<file path="src/rtl/fpu_pkg.sv">
// Shared FPU definitions: float field widths, exponent bias/limits,
// one-hot status codes and the int_to_fpu state encoding.
package fpu_pkg;
  localparam int EXP_W    = 6;
  localparam int FRAC_W   = 25;
  localparam int EXP_BIAS = 31;
  localparam int EXP_MAX  = 63;

  localparam logic [3:0] ST_EXACT     = 4'b0001;
  localparam logic [3:0] ST_INEXACT   = 4'b0010;
  localparam logic [3:0] ST_OVERFLOW  = 4'b0100;
  localparam logic [3:0] ST_UNDERFLOW = 4'b1000;

  typedef enum logic [1:0] {
    S_IDLE  = 2'd0,
    S_ABS   = 2'd1,
    S_NORM  = 2'd2,
    S_ROUND = 2'd3
  } i2f_state_t;
endpackage

</file>
<file path="src/rtl/lzc32.sv">
// 32-bit leading-zero counter.
//   din : operand
//   cnt : number of leading zeros (32 when din == 0)
module lzc32 (
  input  logic [31:0] din,
  output logic [5:0]  cnt
);
  // Ascending scan: the highest set bit is the last to write cnt.
  always_comb begin
    cnt = 6'd32;
    for (int i = 0; i < 32; i++)
      if (din[i]) cnt = 6'(31 - i);
  end
endmodule

</file>
<file path="src/rtl/int_to_fpu.sv">
// Integer to float encoder: converts a signed 32-bit integer into
// {sign, exp[5:0], frac[24:0]} (hidden 1, bias EXP_BIAS) with the FPU
// one-hot status code. Multi-cycle FSM IDLE -> ABS -> NORM -> ROUND.
//   clock100KHz : clock
//   reset       : synchronous, active-high
//   int_in      : operand, captured when start is accepted in IDLE
//   start       : launch a conversion (ignored while busy)
//   busy        : conversion in flight
//   done        : one-cycle pulse, data_out/status_out valid
//   data_out    : result, held until the next result
//   status_out  : 0001 exact, 0010 inexact, 0100 overflow, 1000 underflow
// Optional macro INT_TO_FPU_FAST_NORM_EN: single-cycle normalisation via
// a leading-zero counter instead of one shift per cycle.
module int_to_fpu #(
  parameter int EXP_BIAS = 31,
  parameter int INT_W    = 32
) (
  input  logic             clock100KHz,
  input  logic             reset,
  input  logic [INT_W-1:0] int_in,
  input  logic             start,
  output logic             busy,
  output logic             done,
  output logic [31:0]      data_out,
  output logic [3:0]       status_out
);
  import fpu_pkg::*;

  localparam logic [EXP_W-1:0] EXP_TOP = EXP_W'(EXP_BIAS + INT_W - 1);
  localparam logic [EXP_W:0]   EXP_OVF = (EXP_W+1)'(EXP_MAX);

  i2f_state_t state, state_nxt;

  logic [INT_W-1:0] op_q;
  logic [31:0]      mag_q;
  logic [EXP_W-1:0] exp_q;
  logic             sign_q;

  // Round half-up; a carry out of the fraction bumps the exponent and
  // leaves the low FRAC_W bits at zero.
  logic [FRAC_W:0]  frac_sum;
  logic [EXP_W:0]   exp_rnd;
  logic             inexact;

  always_comb begin
    frac_sum = {1'b0, mag_q[30:6]} + {{FRAC_W{1'b0}}, mag_q[5]};
    exp_rnd  = {1'b0, exp_q} + {{EXP_W{1'b0}}, frac_sum[FRAC_W]};
    inexact  = |mag_q[5:0];
  end

`ifdef INT_TO_FPU_FAST_NORM_EN
  logic [5:0] lz;
  lzc32 u_lzc (.din(mag_q), .cnt(lz));
`endif

  // State register
  always_ff @(posedge clock100KHz) begin
    if (reset) state <= S_IDLE;
    else       state <= state_nxt;
  end

  // Next state. A zero magnitude is retired from NORM so the zero result
  // lands one edge after ABS, like a k=0 normalisation step.
  always_comb begin
    state_nxt = state;
    case (state)
      S_IDLE:  if (start) state_nxt = S_ABS;
      S_ABS:   state_nxt = S_NORM;
`ifdef INT_TO_FPU_FAST_NORM_EN
      S_NORM:  state_nxt = (mag_q == '0) ? S_IDLE : S_ROUND;
`else
      S_NORM:  if (mag_q == '0)  state_nxt = S_IDLE;
               else if (mag_q[31]) state_nxt = S_ROUND;
`endif
      S_ROUND: state_nxt = S_IDLE;
      default: state_nxt = S_IDLE;
    endcase
  end

  // Outputs decoded from state
  always_comb begin
    busy = (state != S_IDLE);
  end

  // Datapath and registered results
  always_ff @(posedge clock100KHz) begin
    if (reset) begin
      op_q       <= '0;
      mag_q      <= '0;
      exp_q      <= '0;
      sign_q     <= 1'b0;
      done       <= 1'b0;
      data_out   <= '0;
      status_out <= '0;
    end else begin
      done <= 1'b0;
      case (state)
        S_IDLE: if (start) op_q <= int_in;
        S_ABS: begin
          sign_q <= op_q[INT_W-1];
          // 0x80000000 negates to itself, which is the correct magnitude.
          mag_q  <= op_q[INT_W-1] ? 32'(-op_q) : 32'(op_q);
          exp_q  <= EXP_TOP;
        end
        S_NORM: begin
          if (mag_q == '0) begin
            data_out   <= '0;
            status_out <= ST_EXACT;
            done       <= 1'b1;
          end else begin
`ifdef INT_TO_FPU_FAST_NORM_EN
            mag_q <= mag_q << lz;
            exp_q <= exp_q - lz;
`else
            if (!mag_q[31]) begin
              mag_q <= mag_q << 1;
              exp_q <= exp_q - 1'b1;
            end
`endif
          end
        end
        S_ROUND: begin
          if (exp_rnd >= EXP_OVF) begin
            data_out   <= '0;
            status_out <= ST_OVERFLOW;
          end else if (exp_rnd == '0) begin
            data_out   <= '0;
            status_out <= ST_UNDERFLOW;
          end else begin
            data_out   <= {sign_q, exp_rnd[EXP_W-1:0], frac_sum[FRAC_W-1:0]};
            status_out <= inexact ? ST_INEXACT : ST_EXACT;
          end
          done <= 1'b1;
        end
        default: ;
      endcase
    end
  end
endmodule
</file>
<file path="config.mk">
export PLATFORM = sky130hd
export DESIGN_NAME = int_to_fpu
export DESIGN_NICKNAME = d
export VERILOG_FILES = /design/src/rtl/fpu_pkg.sv /design/src/rtl/lzc32.sv /design/src/rtl/int_to_fpu.sv
export SDC_FILE = /design/constraint.sdc
export NUM_CORES = 1
export LEC_CHECK = 0
export ABC_AREA = 1
export CORE_MARGIN = 4
export CORE_UTILIZATION = 38
export DETAILED_ROUTE_END_ITERATION = 7
export GPL_ROUTABILITY_DRIVEN = 1
export SETUP_SLACK_MARGIN = 0.5
export SLEW_MARGIN = 20
export SYNTH_ARGS = -nofsm -noshare
export SYNTH_HDL_FRONTEND = slang
export SYNTH_SLANG_ARGS = --single-unit
</file>
<file path="constraint.sdc">
create_clock -name clock100KHz -period 5.05 [get_ports clock100KHz]
set_input_delay 1.515 -clock clock100KHz [delete_from_list [all_inputs] [get_ports clock100KHz]]
set_output_delay 1.515 -clock clock100KHz [all_outputs]
set_load 0.03 [all_outputs]
</file>
==> metrics.md, run 1 <==
| Metric | Value |
|---|---|
| Die width | 138.0 µm |
| Top cells by area, synth | dfxtp_1, nand2_1, nor2_1 |
| Clock Root Buffer | clkbuf_16 |
| CP Capture Type | flip-flop |
| Avg Inst Size Synth | 6.266 µm² |
| CTS Buffer Depth | 2 |
| Cells after Synth | 1025 |
| Synth unique cells | 35 |
| Synth Area in Adders | 0.02143 |
| Fin worst setup slack | 1.483 ns |
| Drt first pass iters | 5 |
| Post-CTS Resized | 0 |
| Largest family of logic cells by synthesized area | simple AND/OR/NAND/NOR gates |
| Routability congestion estimate | 0.9111 |
| Most common cell after layout, fill and taps aside | nand2_1 |
| Pwr Total | 3.887 mW |
| Fin Setup TNS | 0 ns |
| I/O Buffers | 72 |
| Hold Vio Cnt, Final | 0 |
| Final non-filler cell total | 1295 |
| Cell count after placement | 1280 |
| Via/cell ratio | 4.979 |
| Layout Area Growth over Synthesis | 17.30% |
| Final HPWL DP | 13120 µm |
| Fmax | 280.4 MHz |
| Post-Synth XOR/XNOR Area | 0.02455 |
| Initial core utilization | 0.3873 |
| Ratio of cells with drive above 1 in the final layout | 0.03907 |
| Cell accounting for the most synthesized area | dfxtp_1 |
| Status | finished clean |
| H-tree Lvls | 3 |
| Commonest non-fill, non-tap cells in the layout | nand2_1, nor2_1, dfxtp_1 |
| Worst setup startpoint | mag_q[5] |
| Synth Area in Simple Gates | 0.3678 |
| Placement Setup Slack | 1.446 ns |
| First-pass GRT wire length | 29700 µm |
| Hold Path Depth | 2 |
| Core ar. | 16580 µm² |
| Hold worst-path end | status_out[2] |
| Synth Net Count | 1071 |
| Synthesized cell area | 6422 µm² |
| CTS buffer count | 9 |
| Reg-to-Reg End | data_out[23] |
| Cts-stage hold buffer count | 0 |
| Worst-margin pin slew | 0.6495 ns |
| Crit path DAT | 3.78 ns |
| Via count | 6448 |
| ANT cells | 0 |
| Max-slew violation count | 0 |
| LEAKAGE | 3.120 nW |
| CP required | 5.27 ns |
| Reg-to-Reg Start | mag_q[5] |
| Slew headroom | 0.5670 |
| Setup CP Type | flip-flop to flip-flop |
| Ports | 73 |
| Per-cell routed wire length | 13.74 µm |
| Clock slew at reported path FFs | 0.07 ns |
| Complex-gate fraction of the synthesized area | 0.1492 |
| WL final | 17790 µm |
| VDD IR-drop max | 286.9 µV |
| Post-synthesis mux area share | 0 |
| Pin count of the biggest net entering global routing | 59 |
| Pwr/cell area | 515.9 nW/µm² |
| Initial drt markers | 465 |
| GRT Util Overall | 0.1843 |
| Top cell type's share of synthesized area | 0.3429 |
| CTS tree | done |
| Std-Cell Rows | 47 |
| Die height | 138.0 µm |
| FF+latch count, synth | 110 |
| Nets@finish | 1117 |
| Layout Skew | 0.005565 ns |
| Vias in the first global route | 5911 |
| Minimum clock period | 3.567 ns |
| TritonCTS sink count | 110 |
| Unrepaired setup endpoints after global routing | no |
| Period Utilization, post-route | 0.7063 |
| MaxCap Viol Count | 0 |
| R2R depth | 19 |
| Post-route DRC | 0 |
| Post-CTS Setup Bufs | 0 |
| Setup crit start kind | flip-flop |
| Synth Warn # | 0 |
| CP Max Fanout | 20 |
| Initial antenna violation count | 0 |
| Detail Route Antenna Nets | 0 |
| Hold crit path type | flip-flop to flip-flop |
| Hold Crit Start | status_out[2] |
| Die area | 19050 µm² |
| Sequential area share after synthesis | 0.3429 |
| Worst skew pair latency | 0.36 ns |
| FF-to-FF setup slack | 1.48 ns |
| Final Setup Violations | 0 |
| GR Overflow Total | 0 |
==> logic make-up (layout without fill, tap and decap cells) <==
family | after synthesis | after routing
compound gates | 188 | 188
flops | 110 | 110
simple gates | 557 | 557
buf+inv | 141 | 191
fa+ha+maj | 11 | 11
xor+xnor | 18 | 18
==> layer usage <==
layer / GRT usage / vias to the layer above / part of all wire
li1: - / 3433 / -
met1: 0.2711 / 2840 / 0.51
met2: 0.2795 / 154 / 0.42
met3: 0.02417 / 21 / 0.049
met4: 0.06032 / 0 / 0.019
met5: 0 / - / 0
==> sequential cells by signal, summed over array words and instances, names as in the netlist <==
name        cells
data_out       32
op_q           32
state           2
done            1
exp_q           6
mag_q          32
status_out      4
sign_q          1
==> cell usage after synthesis (all sizes together) <==
| master | number |
|---|---|
| nand4 | 45 |
| xor2 | 16 |
| clkinv | 1 |
| and2 | 1 |
| or2 | 4 |
| nand3 | 73 |
| xnor2 | 2 |
| a21oi | 95 |
| o22ai | 1 |
| ha | 11 |
| o211ai | 2 |
| clkbuf | 26 |
| nor4 | 1 |
| nand2 | 273 |
| nor3 | 4 |
| a31o | 1 |
| inv | 94 |
| dfxtp | 110 |
| o31a | 1 |
| buf | 20 |
| o21ai | 88 |
| nor2 | 156 |
==> power by group <==
part | switching, mW | total (mW) | internal [mW]
clock network | 0.334 | 0.744 | 0.410
registers | 0.245 | 1.31 | 1.07
logic | 1.23 | 1.83 | 0.596
total | 1.81 | 3.89 | 2.07
==> layout make-up <==
cell class                 instances  area, µm²
sequential                       110       2202
inverter                          95      356.6
clock inverter                     3      43.79
clock buffer                      12      256.5
timing repair buffer              81      783.3
multi-input combinational        774       3616
tap                              220      275.3
fill                            1818       9050
==> through the flow <==
stage	cell area, µm²	hold WS (ns)	util
after floorplan	6422	0.4451	-
after global placement	7233	0.4510	0.4362
after detailed placement	7233	0.4571	0.4362
after CTS	7533	0.4678	0.4543
after global routing	7533	0.4800	0.4543
final	7533	0.4640	0.4543
==> worst max-delay path, cell delays in order (launching register included) <==
cell,delay [ns]
dfxtp_1,0.42
ha_1,0.22
nand3_1,0.13
nor2_1,0.19
nand4_1,0.13
nor2_1,0.11
nand3_1,0.07
nor4_1,0.31
ha_1,0.28
ha_1,0.19
inv_1,0.05
nand2_1,0.09
nand3_1,0.09
nor2_1,0.10
nand3_1,0.07
nand2_1,0.09
clkinv_1,0.33
buf_4,0.35
nand4_1,0.12
a21oi_1,0.07
==> worst max path at each step <==
stage	endpoint	slack [ns]	depth (start not counted)
after floorplan	data_out[19]	2.37	21
after global placement	data_out[22]	1.53	19
after detailed placement	data_out[28]	1.45	19
after CTS	data_out[23]	1.44	19
after global routing	data_out[24]	0.97	19
final	data_out[23]	1.48	19
Note: power is estimated with default switching activity, not from simulation.
==> run 2, diff against run 1 <==
Clock period 5.05 ns to 3.62 ns, I/O delays scaled along.
==> run 2 against run 1 <==
Clock-buffer cell count down 2. Register-to-register slack got worse by 0.79 ns. Utilization rose by 2.3 points. Combinational power grew 49%. First-iteration DRC count decreased by 9.9%. Critical endpoint is now busy.
==> metrics.md, run 2 (same netlist as run 1, synthesis figures left out) <==
| Metric | Value |
|---|---|
| Hold Vio Cnt, Final | 0 |
| Crit-path max cell delay | 0.66 ns |
| TritonCTS sink count | 110 |
| Most common cell after layout, fill and taps aside | nand2_1 |
| Pwr/cell area | 711.8 nW/µm² |
| Clock slew at reported path FFs | 0.08 ns |
| Setup CP Type | flip-flop to output pin |
| CP bufs+invs | 3 |
| VDD IR-drop max | 443.9 µV |
| Crit path DAT | 1.88 ns |
| Clock Root Buffer | clkbuf_16 |
| Routability congestion estimate | 0.8993 |
| Std-Cell Rows | 47 |
| CP Max Fanout | 5 |
| Critical path's slowest cell | clkdlybuf4s50_1 |
| Initial core utilization | 0.3873 |
| Fin area | 7911 µm² |
| ANT cells | 0 |
| CTS Buffer Depth | 2 |
| Placement-stage cell area | 7301 µm² |
| MaxCap Viol Count | 0 |
| Max-slew violation count | 0 |
| Detail Route Antenna Nets | 0 |
| Pin count of the biggest net entering global routing | 63 |
| Regs by FF count | data_out x32, mag_q x32, op_q x32 |
| Cell repeated most along the worst path | inv_1 |
| CTS tree | done |
| GR Overflow Total | 0 |
| Initial antenna violation count | 0 |
| Fin worst setup slack | 0.6544 ns |
| Status | finished clean |
| Nets@finish | 1135 |
| Fill count | 1787 |
| Unrepaired setup endpoints after global routing | yes |
| CP Capture Type | output pin |
| Cts-stage hold buffer count | 0 |
| WL final | 18470 µm |
| LEAKAGE | 3.272 nW |
| Ratio of cells with drive above 1 in the final layout | 0.07960 |
| Per-cell routed wire length | 14.07 µm |
| First-pass GRT wire length | 29700 µm |
| Via count | 6504 |
| Vias in the first global route | 5839 |
| Die width | 138.0 µm |
| Drt first pass iters | 7 |
| Slew headroom | 0.5132 |
| Fin Setup TNS | 0 ns |
| GRT Util Overall | 0.1848 |
| Die area | 19050 µm² |
| CP required | 2.53 ns |
| Cell count after placement | 1289 |
| Placement Setup Slack | 0.2973 ns |
| Commonest non-fill, non-tap cells in the layout | nand2_1, nor2_1, dfxtp_1 |
| Period Utilization, post-route | 0.8192 |
| Final Setup Violations | 0 |
| Final HPWL DP | 13090 µm |
| Fmax | 337.2 MHz |
| Hold crit path type | flip-flop to flip-flop |
| Layout Skew | 0.008845 ns |
| CP cell instances | inv_1 > ha_1 > inv_1 > clkdlybuf4s50_1 |
| Delay-heaviest family, CP | buffers and inverters |
| H-tree Lvls | 3 |
| Initial drt markers | 419 |
| Pwr Total | 5.631 mW |
| Worst-margin pin slew | 0.7293 ns |
| Core ar. | 16580 µm² |
| Post-route DRC | 0 |
| I/O Buffers | 72 |
| Ports | 73 |
| Layout Area Growth over Synthesis | 23.18% |
| Via/cell ratio | 4.954 |
| CTS buffer count | 9 |
| Minimum clock period | 2.966 ns |
| Die height | 138.0 µm |
| Final non-filler cell total | 1313 |
| Setup crit start kind | flip-flop |
| Worst skew pair latency | 0.36 ns |
run 2: cell type report:
type	instances	area [µm²]	share of cell area
multi-input combinational	774	3745	0.4734
inverter	95	369.1	0.04666
timing repair buffer	98	979.7	0.1238
clock inverter	5	81.33	0.01028
timing repair inverter	1	8.758	0.001107
sequential	110	2213	0.2798
tap	220	275.3	0.03479
clock buffer	10	239.0	0.03021
run 2: stage by stage:
stage,util,hold WS [ns]
2_1_floorplan,-,0.4451
3_5_place_dp,0.4402,0.4556
4_1_cts,0.4605,0.4670
3_3_place_gp,0.4402,0.4532
6_report,0.4771,0.4643
5_1_grt,0.4771,0.4845
run 2: final timing paths:
| kind | from | slack [ns] | to | cells after the start |
|---|---|---|---|---|
| max reg2reg | mag_q[5] | 0.69 | data_out[13] | 20 |
| min | data_out[17] | 0.46 | data_out[17] | 2 |
| min reg2reg | data_out[17] | 0.46 | data_out[17] | 2 |
| max | state[0] | 0.65 | busy | 4 |
run 2: repair_timing:
action	4_1_cts	5_1_grt
endpoints found under the setup margin	34	35
gates resized for setup	4	44
cloned	0	5
setup buffers	0	4
pin swaps	0	14
run 2: routing by layer:
metal,vias up,share of wire,global-route usage
met2,146,0.44,0.2837
met3,17,0.045,0.02555
met1,2881,0.50,0.2731
met4,0,0.012,0.04784
li1,3460,-,-
met5,-,0,0
run 2: where the power goes:
part	total (mW)	switching [mW]	leakage (nW)	internal, mW
Combinational	2.73	1.82	2.21	0.919
Clock	1.09	0.469	0.155	0.624
Sequential	1.80	0.308	0.903	1.50
run 2: worst reg2reg max path, cell delays in order, from the launching register on:
cell and delay (ns):
dfxtp_4 0.38, ha_4 0.15, nand3_4 0.09, nor2_4 0.14, nand4_1 0.10, nor2_1 0.12
nand3_1 0.11, nor4_4 0.30, ha_2 0.27, ha_4 0.15, nand2_1 0.09, inv_1 0.09
nand2_1 0.07, nand2_2 0.07, nand2_1 0.05, inv_1 0.09, nand3_4 0.11, nand2_4 0.16
inv_6 0.08, nand4_1 0.09, a21oi_1 0.07
==> run 3, diff against run 2 <==
Clock period 3.62 ns to 3.05 ns, I/O delays scaled along.
==> run 3 against run 2 <==
Worst setup slack got worse by 0.32 ns. Utilization increased by 1.4 points. Critical path depth increased by 16. Hold slack got worse by 0.0010 ns. Register-to-register slack got worse by 0.35 ns. Largest cell class unchanged.
==> metrics.md, run 3 (same netlist as run 1, synthesis figures left out) <==
| Metric | Value |
|---|---|
| Die area | 19050 µm² |
| Final non-filler cell total | 1352 |
| Die width | 138.0 µm |
| R2R depth | 20 |
| Crit path DAT | 2.93 ns |
| Pwr/cell area | 826.8 nW/µm² |
| Critical path's slowest cell | dfxtp_2 |
| CP Capture Point | data_out[19] |
| Reg-to-Reg Start | mag_q[6] |
| Sequential power share | 0.306 |
| Detail Route Antenna Nets | 0 |
| Initial drt markers | 322 |
| Setup CP Type | flip-flop to flip-flop |
| LEAKAGE | 3.465 nW |
| Max-slew violation count | 0 |
| Layout Area Growth over Synthesis | 26.79% |
| Slew headroom | 0.5485 |
| Fin Setup TNS | 0 ns |
| Final Setup Violations | 0 |
| Drt first pass iters | 6 |
| Fill count | 1801 |
| Regs by FF count | data_out x32, mag_q x32, op_q x32 |
| Clock Root Buffer | clkbuf_16 |
| CTS tree | done |
| Initial core utilization | 0.3873 |
| Post-route DRC | 0 |
| FF-to-FF setup slack | 0.34 ns |
| Ratio of cells with drive above 1 in the final layout | 0.1087 |
| WL final | 18710 µm |
| Crit-path max cell delay | 0.35 ns |
| Share of total power in the clock network | 0.165 |
| Unrepaired setup endpoints after global routing | yes |
| Hold Vio Cnt, Final | 0 |
| VDD IR-drop max | 540.7 µV |
| Worst-margin pin slew | 0.6763 ns |
| Fin worst setup slack | 0.3363 ns |
| Nets@finish | 1174 |
| Net Sw Frac | 0.4630 |
| Worst setup startpoint | mag_q[6] |
| Initial antenna violation count | 0 |
| Logic pwr share | 0.529 |
| Cell count after placement | 1314 |
| Minimum clock period | 2.714 ns |
| GRT Util Overall | 0.1935 |
| H-tree Lvls | 3 |
| Via/cell ratio | 4.935 |
| CP required | 3.26 ns |
| Std-Cell Rows | 47 |
| Setup crit start kind | flip-flop |
| Die height | 138.0 µm |
| Via count | 6672 |
| Period Utilization, post-route | 0.8897 |
| ANT cells | 0 |
| Vias in the first global route | 6286 |
| Ports | 73 |
| I/O Buffers | 72 |
| CTS Buffer Depth | 2 |
| CP cell instances | ha_4 > nand3_4 > nor2_4 > nand4_1 > nor2_1 > nand3_1 > nor4_2 > buf_4 > ha_4 > ha_4 > nand3_2 > nand2_2 > nand2_2 > nor2_1 > nand3_1 > nand2_2 > clkinv_4 > clkbuf_16 > nand4_1 > a21oi_1 |
| Layout Skew | 0.01126 ns |
| Core ar. | 16580 µm² |
| Reg-to-Reg End | data_out[19] |
| CTS buffer count | 9 |
| Routability congestion estimate | 0.9540 |
| Hold crit path type | flip-flop to flip-flop |
| Seq. cell area | 2205 µm² |
| Most common cell after layout, fill and taps aside | nand2_1 |
| MaxCap Viol Count | 0 |
| TritonCTS sink count | 110 |
| CP Capture Type | flip-flop |
| Fmax | 368.5 MHz |
| GR Overflow Total | 0 |
| Commonest non-fill, non-tap cells in the layout | nand2_1, nor2_1, dfxtp_1 |
| First-pass GRT wire length | 31310 µm |
| Placement Setup Slack | 0.05288 ns |
| Pin count of the biggest net entering global routing | 59 |
| Clock slew at reported path FFs | 0.07 ns |
| Final HPWL DP | 13450 µm |
| Status | finished clean |
| Sw power | 3.117 mW |
| P_int | 3.615 mW |
| CP Max Fanout | 10 |
| Per-cell routed wire length | 13.84 µm |
| Multi-input logic area | 3736 µm² |
| Worst skew pair latency | 0.36 ns |
| Cts-stage hold buffer count | 0 |
## run 3: how the worst min path moves through the flow
stage / slack (ns) / cells past startpoint / endpoint / from
2_1_floorplan: 0.45 / 2 / op_q[30] / op_q[30]
3_5_place_dp: 0.46 / 2 / status_out[3] / status_out[3]
3_3_place_gp: 0.45 / 2 / status_out[3] / status_out[3]
4_1_cts: 0.47 / 2 / data_out[16] / data_out[16]
5_1_grt: 0.48 / 2 / data_out[17] / data_out[17]
6_report: 0.46 / 2 / data_out[16] / data_out[16]
## run 3: metrics by stage
step | util | power, mW | hold WS, ns | cell area (µm²)
after global routing | 0.4910 | 7.359 | 0.4772 | 8143
after floorplan | - | 4.501 | 0.4451 | 6479
after global placement | 0.4565 | 5.535 | 0.4507 | 7570
after detailed placement | 0.4565 | 5.547 | 0.4557 | 7570
final | 0.4910 | 6.733 | 0.4633 | 8143
after CTS | 0.4848 | 6.739 | 0.4664 | 8039
## run 3: cell type report
type / count / share of cell area
Clock buffer: 11 / 0.02981
Clock inverter: 4 / 0.002919
Inverter: 95 / 0.04533
Multi-Input combinational cell: 774 / 0.4588
Sequential cell: 110 / 0.2707
Tap cell: 220 / 0.03380
Timing Repair Buffer: 136 / 0.1561
Timing Repair inverter: 2 / 0.002459
## run 3: power groups by stage
stage	logic [mW]	registers [mW]	clock network [mW]
after floorplan	2.41	2.09	0
after global placement	3.46	2.07	0
after global routing	4.05	2.12	1.19
after detailed placement	3.47	2.08	0
after CTS	3.55	2.05	1.14
final	3.56	2.06	1.11
## run 3: repair_timing
item	4_1_cts	5_1_grt
gates resized for setup	22	9
gates cloned	2	2
endpoints found under the hold margin	0	0
endpoints found under the setup margin	37	37
pin swaps	6	9
setup buffers	16	3
## run 3: per-layer routing
layer | global-route usage | up-vias | wire length (µm)
li1 | - | 3546 | -
met1 | 0.2801 | 2934 | 9394
met2 | 0.3004 | 167 | 8177
met3 | 0.02590 | 25 | 818
met4 | 0.05928 | 0 | 316
met5 | 0 | - | 0
## run 3: critical path: cells and delay by family, from the launching register on
kind | cells | cell delay (ns)
and+or+nand+nor | 13 | 1.23
adders and majority gates | 3 | 0.46
buffers and inverters | 3 | 0.45
DFF | 1 | 0.35
AOI/OAI and AO/OA | 1 | 0.07
